`src/rtl/cva6_mem_req_arbiter.sv`:
```
// Round-robin arbiter sharing one memory request port between NrPorts requesters, with TID
// allocation, return routing, a store-in-flight cap and a drain handshake. Optional: MEM_ARB_PERF_CNT_EN.
module cva6_mem_req_arbiter #(
  parameter int unsigned NrPorts              = 3,
  parameter int unsigned AddrWidth            = 64,
  parameter int unsigned DataWidth            = 64,
  parameter int unsigned TidWidth             = 2,
  parameter int unsigned MaxOutstandingStores = 7
) (
  input  logic                           clk_i,
  input  logic                           rst_ni,
  input  logic [NrPorts-1:0]             req_valid_i,
  output logic [NrPorts-1:0]             req_ready_o,
  input  logic [NrPorts-1:0]             req_we_i,
  input  logic [NrPorts*AddrWidth-1:0]   req_addr_i,
  input  logic [NrPorts*DataWidth-1:0]   req_wdata_i,
  output logic                           mem_valid_o,
  input  logic                           mem_ready_i,
  output logic                           mem_we_o,
  output logic [AddrWidth-1:0]           mem_addr_o,
  output logic [DataWidth-1:0]           mem_wdata_o,
  output logic [TidWidth-1:0]            mem_tid_o,
  input  logic                           rtrn_valid_i,
  input  logic [TidWidth-1:0]            rtrn_tid_i,
  output logic [NrPorts-1:0]             rtrn_valid_o,
  input  logic                           drain_req_i,
  output logic                           drain_done_o,
  output logic                           unexp_rtrn_o,
  output logic [31:0]                    perf_stall_o
);
  localparam int unsigned NumTids  = 2 ** TidWidth;
  localparam int unsigned PortW    = $clog2(NrPorts);
  localparam logic [3:0]  StoreCap = 4'(MaxOutstandingStores);

  typedef enum logic [1:0] {IDLE, ISSUE, DRAIN} state_e;
  state_e state_q, state_d;

  logic [NumTids-1:0] busy_q;
  logic [NumTids-1:0] store_q;
  logic [PortW-1:0]   owner_q [NumTids];
  logic [3:0]         store_cnt_q;
  logic [PortW-1:0]   rr_q;
  logic               unexp_q;

  logic                 mem_we_q;
  logic [AddrWidth-1:0] mem_addr_q;
  logic [DataWidth-1:0] mem_wdata_q;
  logic [TidWidth-1:0]  mem_tid_q;

  logic                 any_free;
  logic [TidWidth-1:0]  free_tid;
  logic [NrPorts-1:0]   eligible;
  logic                 winner_found;
  logic [PortW-1:0]     winner;
  logic [PortW-1:0]     scan_idx;
  logic                 capture_ok;
  logic                 capture;
  logic                 rtrn_hit;
  logic                 alloc_store;
  logic                 free_store;

  // Lowest-index free TID; a TID freed this cycle is still busy here.
  always_comb begin
    // NOTE: every always_comb output gets a default first, so no path can infer a latch.
    any_free = 1'b0;
    free_tid = '0;
    for (int t = int'(NumTids) - 1; t >= 0; t--) begin
      if (!busy_q[t]) begin
        any_free = 1'b1;
        free_tid = TidWidth'(t);
      end
    end
  end

  always_comb begin
    for (int p = 0; p < int'(NrPorts); p++) begin
      eligible[p] = req_valid_i[p] && any_free && (!req_we_i[p] || (store_cnt_q < StoreCap));
    end
  end

  // First eligible port at or after the round-robin pointer.
  always_comb begin
    winner_found = 1'b0;
    winner       = '0;
    scan_idx     = rr_q;
    for (int k = 0; k < int'(NrPorts); k++) begin
      if (!winner_found && eligible[scan_idx]) begin
        winner_found = 1'b1;
        winner       = scan_idx;
      end
      scan_idx = (scan_idx == PortW'(NrPorts - 1)) ? '0 : scan_idx + PortW'(1);
    end
  end

  // A pending drain blocks new captures in every state.
  assign capture_ok  = rst_ni && !drain_req_i &&
                       ((state_q == IDLE) || ((state_q == ISSUE) && mem_ready_i));
  assign capture     = capture_ok && winner_found;
  assign rtrn_hit    = rtrn_valid_i && busy_q[rtrn_tid_i];
  assign alloc_store = capture && req_we_i[winner];
  assign free_store  = rtrn_hit && store_q[rtrn_tid_i];

  always_ff @(posedge clk_i) begin
    // NOTE: sequential state uses non-blocking <= so every flop samples pre-edge values.
    if (!rst_ni) state_q <= IDLE;
    else         state_q <= state_d;
  end

  always_comb begin
    state_d = state_q;
    unique case (state_q)
      IDLE: begin
        if (capture)          state_d = ISSUE;
        else if (drain_req_i) state_d = DRAIN;
      end
      ISSUE: begin
        if (mem_ready_i) begin
          if (capture)          state_d = ISSUE;
          else if (drain_req_i) state_d = DRAIN;
          else                  state_d = IDLE;
        end
      end
      DRAIN: if (!drain_req_i) state_d = IDLE;
      default: state_d = IDLE;
    endcase
  end

  always_comb begin
    req_ready_o = '0;
    if (capture) req_ready_o[winner] = 1'b1;
    rtrn_valid_o = '0;
    if (rtrn_hit && rst_ni) rtrn_valid_o[owner_q[rtrn_tid_i]] = 1'b1;
    mem_valid_o  = (state_q == ISSUE);
    drain_done_o = (state_q == DRAIN) && !(|busy_q);
  end

  always_ff @(posedge clk_i) begin
    if (!rst_ni) begin
      busy_q      <= '0;
      store_q     <= '0;
      store_cnt_q <= '0;
      rr_q        <= '0;
      unexp_q     <= 1'b0;
    end else begin
      unexp_q <= rtrn_valid_i && !busy_q[rtrn_tid_i];
      if (rtrn_hit) busy_q[rtrn_tid_i] <= 1'b0;
      if (capture) begin
        busy_q[free_tid]  <= 1'b1;
        store_q[free_tid] <= req_we_i[winner];
        rr_q              <= (winner == PortW'(NrPorts - 1)) ? '0 : winner + PortW'(1);
      end
      if (alloc_store && !free_store)      store_cnt_q <= store_cnt_q + 4'd1;
      else if (!alloc_store && free_store) store_cnt_q <= store_cnt_q - 4'd1;
    end
  end

  // NOTE: payload and owner table are always qualified by state/busy bits, so they carry no reset.
  always_ff @(posedge clk_i) begin
    if (capture) begin
      owner_q[free_tid] <= winner;
      mem_we_q          <= req_we_i[winner];
      mem_addr_q        <= req_addr_i[winner*AddrWidth +: AddrWidth];
      mem_wdata_q       <= req_wdata_i[winner*DataWidth +: DataWidth];
      mem_tid_q         <= free_tid;
    end
  end

  assign mem_we_o     = mem_we_q;
  assign mem_addr_o   = mem_addr_q;
  assign mem_wdata_o  = mem_wdata_q;
  assign mem_tid_o    = mem_tid_q;
  assign unexp_rtrn_o = unexp_q;

`ifdef MEM_ARB_PERF_CNT_EN
  logic [31:0] perf_q;
  always_ff @(posedge clk_i) begin
    if (!rst_ni) begin
      perf_q <= '0;
    end else if ((|req_valid_i) && !(|req_ready_o) && (perf_q != 32'hFFFF_FFFF)) begin
      perf_q <= perf_q + 32'd1;
    end
  end
  assign perf_stall_o = perf_q;
`else
  assign perf_stall_o = '0;
`endif

endmodule

```
`config.mk`:
```
export PLATFORM = sky130hd
export DESIGN_NAME = cva6_mem_req_arbiter
export DESIGN_NICKNAME = d
export VERILOG_FILES = /design/src/rtl/cva6_mem_req_arbiter.sv
export SDC_FILE = /design/constraint.sdc
export NUM_CORES = 1
export LEC_CHECK = 0
export BUFFER_PORTS_ARGS = -buffer_cell sky130_fd_sc_hd__buf_4
export CORE_AREA = 10 10 212 214
export DETAILED_ROUTE_END_ITERATION = 10
export DIE_AREA = 0 0 222 224
export GPL_TIMING_DRIVEN = 0
export MAX_ROUTING_LAYER = met4
export PLACE_DENSITY = 0.54
export SLEW_MARGIN = 30
export SYNTH_ARGS = -nofsm -noshare
export SYNTH_HDL_FRONTEND = slang
export SYNTH_SLANG_ARGS = --single-unit
```
`constraint.sdc`:
```
create_clock -name clk_i -period 12.4 [get_ports clk_i]
set_input_delay 0.62 -clock clk_i [delete_from_list [all_inputs] [get_ports clk_i]]
set_output_delay 0.62 -clock clk_i [all_outputs]
set_load 0.02 [all_outputs]
```
### After elaboration in Yosys (flattened, before gate mapping)

Memory sizes are Yosys's and may differ from the RTL's.
Index checks and enable logic that the tools add are counted.

* register bits after elaboration: 148
* RAM bits: 8
* word-level logic and storage cells: 137
* memories: 1

* add/sub/neg operators: 5
* $lt $le $gt $ge: 12
* equal/unequal tests: 8
* shift-type cells: 2
* multiplexer cells: 54
* bitwise gates (word level): 3
* reductions and logical operators: 42

Memories
* owner_q: depth 4, bits a word 2, rd ports 1, clocked after Yosys merged registers in 0, wr ports 1, line 40 `logic [PortW-1:0] owner_q [NumTids];`

Operators by type and width (count)
* $shiftx A192 B9 Y64: 2
* $mux W2: 16
* $logic_and A1 B1 Y1: 24
* $lt A2 B3 Y1 const B: 7
* $mux W4: 5
* $mux W1: 19
* $bmux W1 S2: 6
* $logic_not A1 Y1: 10
* $demux W1 S2: 4
* $eq A2 B2 Y1 const B: 4
* $ge A2 B1 Y1 const B: 4
* $add A2 B1 Y2 const B: 3
* $mux W3: 2
* $pmux W2 S3: 1
* $add A4 B1 Y4 const B: 1
* $and A4 B4 Y4: 1
* $bwmux W4: 1
* $logic_or A1 B1 Y1: 4
* $lt A4 B3 Y1 const B: 1
* $not A4 Y4: 1
* $or A4 B4 Y4: 1
* $reduce_or A4 Y1: 1
* $sub A4 B1 Y4 const B: 1
* $ne A3 B3 Y1 const B: 1
* other kinds (6): 6

### Longest topological paths before layout

* word-level depth: 22
* depth in mapped cells: 14

### Least setup slack after synthesis

Ideal clock, no wire load.

* path type: input to output
* start: input port rst_ni
* end: output port req_ready_o[1]
* data arrival time: 4.765 ns
* data required time: 11.780 ns
* setup slack: 7.015 ns
* stages on the path: 8
* path buffers: 1
* path through: buf_2 -> inv_1 -> a2111o_1 -> a21oi_1 -> nand2_1 -> inv_1 -> nand3_1 -> inv_1

* cells in the longest elaborated chain, start to end: 4

Ends and longest elaborated chain
* from (decl): line 11 `input logic rst_ni,`
* $logic_and A1 B1 Y1 (2 in series): line 96 `assign capture_ok = rst_ni && !drain_req_i &&`
* $logic_and A1 B1 Y1: line 98 `assign capture = capture_ok && winner_found;`
* net capture: line 57 `logic capture;`
* $mux W3: line 130 `if (capture) req_ready_o[winner] = 1'b1;`
* to (decl): line 13 `output logic [NrPorts-1:0] req_ready_o,`

The timed path passes the listed nets, and every way through them passes these cells.

### Final worst setup path

* start: register store_cnt_q[0]
* end: register store_cnt_q[3]

* cells in the longest elaborated chain, start to end: 18

Ends and longest elaborated chain
* from (decl): line 41 `logic [3:0] store_cnt_q;`
* from (signal assigned): line 152 `if (alloc_store && !free_store) store_cnt_q <= store_cnt_q + 4'd1;`
* from (signal assigned): line 153 `else if (!alloc_store && free_store) store_cnt_q <= store_cnt_q - 4'd1;`
* $lt A4 B3 Y1: line 77 `eligible[p] = req_valid_i[p] && any_free && (!req_we_i[p] || (store_cnt_q < StoreCap));`
* $logic_or A1 B1 Y1: line 77
* $logic_and A1 B1 Y1: line 77
* $bmux W1 S2: line 87 `if (!winner_found && eligible[scan_idx]) begin`
* $mux W1 (not written as such): line 87
* $mux W1: line 87
* $logic_not A1 Y1: line 87
* $logic_and A1 B1 Y1: line 87
* [... 2 more ...]
* $logic_and A1 B1 Y1: line 87
* $mux W2: line 87
* $bmux W1 S2: line 100 `assign alloc_store = capture && req_we_i[winner];`
* $mux W1 (not written as such): line 100
* $logic_and A1 B1 Y1: line 100
* $logic_not A1 Y1: line 153
* $logic_and A1 B1 Y1: line 153
* $reduce_bool A2 Y1 (no source line)

Several ways; a longest one is shown, not always the timed one. The select of a mux whose other input is x is not followed.
A chain may end at the register's enable or synchronous reset.

==> metrics list <==
- The run finished with clean final reports.
- DIE AREA: 49730 sq um
- Of all nets on the critical path, the largest fanout is 6.
* Flip-flop and latch count after synthesis: 156
* Global Route Usage Sum: 0.1671
- The floorplan step set the die height to 224 um.
- Switching Power: 438.3 uW
- R2R cell count: 13
* Initial antenna violation count: 4
* Post-Synthesis Cells: 636
* Starting density of the core: 0.1991
- Actual transition at the worst max-transition pin: 0.8317 ns
- Number of vias per cell: 4.612
* Max rail drop VDD: 0.08667 mV
- Walking the worst path, the cells encountered are a31oi_1 -> o2111a_1 -> a2111o_1 -> o21ai_0 -> nor3_1 -> ha_1 -> inv_1 -> ha_1 -> a21o_1 -> a21oi_1 -> xnor2_1 -> or3_1 -> a21oi_1.
- The number of global-route vias before repair was 8428.
- At the worst endpoint, the arrival time is 4.07 ns.
- The max-slew violation total from the final report was 0.
* Library cell used as clock root buffer: sky130_fd_sc_hd__clkbuf_16
* Critical path's slowest cell: sky130_fd_sc_hd__o21ai_0
- Clock-pin slew was measured on the worst setup and hold paths at 0.07 ns.
- After global routing the overflow that remains totals 0.
- DR WL/cell: 24.48 um
* Maximum number of pins on one net before global-route repair: 79
- Across the routed clock network, the largest skew measured is 0.01291 ns.
* Max capacitance violation total: 0
* Synth cell types: 54
- Startpoint of the worst register-to-register path: store_cnt_q[0]$_SDFFE_PN0P_
- Clock tree synthesis found a total of 156 sinks.
- Main flop type after synthesis: sky130_fd_sc_hd__edfxtp_1
- Number of buffers inserted during clock tree synthesis: 17
- During placement, the flow inserted port buffers numbering 533.
* Final hold viol count: 0
* Violation count after the first detailed-routing iteration: 572
* Area of the core region: 40550 sq um
- Maximum frequency from static timing analysis: 269.9 MHz
- Area delta synth->final: 66.75%
* Max incr delay on CP: 0.51 ns
- Yosys printed 0 warnings.
- Placed wire-length estimate after detailed placement: 35.58 mm
* TritonCTS clock tree: done
- Setup violations remaining at the end of the flow were counted as 0.
* RePlAce Congestion: 0.9127
* Overall die width: 222 um
- The worst hold path belongs to the class in2reg.
- Total design power: 1.548 mW
* Total DRC errors in the routed layout: 0
- Summing every instance area after synthesis gives 8073 sq um.
* Sum of buffers and inverters on the critical path: 1
- Power Internal: 1.109 mW
- For hold timing, the worst endpoint is state_q[1]$_SDFFE_PN0P_.
- The largest total area in the synthesized netlist belongs to sky130_fd_sc_hd__edfxtp_1.
- The worst register-to-register path has a setup slack of 8.70 ns.
* Category of the worst setup path capture point: register
- Net Sw Frac: 0.2832
- Beginning of the worst hold path: drain_req_i
- Destination of the worst register-to-register timing path: store_cnt_q[3]$_SDFFE_PN0P_
- The clock tree synthesis step divided the H-tree into 4 levels.
- The first detailed-routing pass ran for 5 iterations.
- Number of gates resized after CTS: 0
- In this run the number of cells on the critical path is 13.
- Slew margin rel.: 0.4455
- In this run the post-CTS setup repair buffer count came out at 0.
- Number of placement rows: 74
- The net count of the finished layout is 1621.
* Startpoint Class: register
- The share of total power dissipated in the clock network is 0.341.
* Final hold slack: 0.4532 ns
* Number of enable-type register cells in the synthesized netlist: 139
- Counting tap cells, the placed design contains a total of 1733 instances.
- Skew-Pair Late Insertion Delay: 0.44 ns
- After synthesis, the most frequently instantiated cells are sky130_fd_sc_hd__edfxtp_1 (139), sky130_fd_sc_hd__and3_1 (131), sky130_fd_sc_hd__a221o_1 (128), sky130_fd_sc_hd__clkbuf_1 (33), sky130_fd_sc_hd__buf_4 (32).
- During I/O placement, the number of pins put on the boundary was 569.
- Static leakage power: 6.212 nW
* Part of the total power dissipated in sequential elements: 0.404
- Part of the Yosys area used for sequential elements: 0.5592
- Share of cells above drive strength 1: 0.5166
- Power spread over the standard cell area amounts to 115.0 nW/um^2.
- In this run the cell area measured after placement is 12890 sq um.
- Leaving out filler cells and counting taps, the final layout contains 1769.
- The first global-routing pass estimated 59.24 mm of wire.
* Family of cells with the greatest summed delay on the critical path: compound AO/OA/AOI/OAI gates
* Portion of synthesized cell area occupied by the leading cell type: 0.5170
* Worst Hold Depth: 2
* Proportion of register bits with asynchronous set or reset after synthesis: 0
- Hold repair after CTS inserted 0 buffers.
* Maximum number of buffers from clock root to sink: 2
* Path type of the worst setup path: reg2reg
* Final Instance Area: 13460 sq um
- Setup repair after global routing left no endpoint under its margin.
* Vias: 8158
* Wire length after detailed routing: 43.30 mm
- Data on the critical path is required at its endpoint by 12.76 ns.
- Cell with the most instances after synthesis: sky130_fd_sc_hd__edfxtp_1
- The share of total power dissipated in combinational logic is 0.255.
- Final period utilization: 0.2987
- Accumulated negative setup slack: 0 ns
- After synthesis, the cell types taking the most area are sky130_fd_sc_hd__edfxtp_1 (52%), sky130_fd_sc_hd__a221o_1 (16%), sky130_fd_sc_hd__and3_1 (10%), sky130_fd_sc_hd__dfxtp_1 (4.2%), sky130_fd_sc_hd__buf_4 (3.0%).
- For the finished layout, the period the worst path requires is 3.704 ns.
- Averaged over all synthesized cells, the footprint is 12.69 sq um.
- Once detail routing completed, the nets flagged for antenna violations numbered 0.
final cells by class:
type,count,area [sq um]
antenna,4,10.01
buffer,95,595.6
clock buffer,19,432.9
clock inverter,13,126.4
fill,4175,27090
inverter,16,67.56
multi-input combinational,400,3020
sequential,156,4514
tap,532,665.6
timing repair buffer,534,4029
through the flow:
stage | setup WS [ns] | utilization
finish | 8.696 | 0.3319
global route | 8.431 | 0.3319
CTS | 8.691 | 0.3317
detailed placement | 8.544 | 0.3179
global placement | 4.887 | 0.3170
floorplan | 7.015 | -
sequential cells by signal (all words and copies together) (netlist names):
name	cells
rr_q	2
store_cnt_q	4
mem_we_o	1
mem_tid_o	2
unexp_rtrn_o	1
busy_q	4
store_q	4
owner_q	8
mem_wdata_o	64
state_q	2
mem_addr_o	64
worst max path at each step:
stage | from | to | slack [ns]
floorplan | rst_ni | req_ready_o[1] | 7.02
global placement | rst_ni | req_ready_o[1] | 4.89
detailed placement | req_we_i[0] | store_cnt_q[3]$_SDFFE_PN0P_ | 8.54
CTS | store_cnt_q[0]$_SDFFE_PN0P_ | store_cnt_q[3]$_SDFFE_PN0P_ | 8.69
global route | store_cnt_q[0]$_SDFFE_PN0P_ | store_cnt_q[3]$_SDFFE_PN0P_ | 8.43
finish | store_cnt_q[0]$_SDFFE_PN0P_ | store_cnt_q[3]$_SDFFE_PN0P_ | 8.70
layout by cell type, fill, tap and decap left out, drive strengths merged, types with 3 or more instances in the layout:
cell / n
nand4: 5
buf: 595
conb: 32
o31ai: 5
nand2b: 3
nor2: 9
nor3b: 3
nand3b: 3
clkbuf: 53
ha: 3
a21oi: 12
mux4: 4
inv: 16
clkinv: 9
a221o: 128
o21ai: 10
nor3: 4
and3: 131
nand3: 4
o211ai: 3
and2: 3
nand2: 12
edfxtp: 139
diode: 4
dfxtp: 17
cell families after synthesis:
logic type | count (synthesis) | synth area share
xor gates and xnor gates | 3 | 0.003255
other | 1 | 0.0004645
and+or+nand+nor | 182 | 0.1356
adders and majority gates | 4 | 0.007130
buffers and inverters | 111 | 0.08106
AOI/OAI and AO/OA | 174 | 0.2009
muxes | 5 | 0.01240
DFF | 156 | 0.5592
metal layers:
layer / wire (um) / track usage / up-vias
li1: - / - / 3739
met1: 17110 / 0.1821 / 3930
met2: 21690 / 0.2756 / 431
met3: 3111 / 0.05209 / 58
met4: 1399 / 0.07680 / 0
met5: 0 / - / -
power groups by stage:
| stage | Combinational (mW) | Sequential, mW | Clock, mW |
|---|---|---|---|
| floorplan | 0.162 | 0.669 | 0 |
| global placement | 0.394 | 0.641 | 0 |
| detailed placement | 0.398 | 0.637 | 0 |
| CTS | 0.399 | 0.626 | 0.543 |
| global route | 0.423 | 0.628 | 0.560 |
| finish | 0.395 | 0.626 | 0.527 |
(Power assumes the default switching activity.)
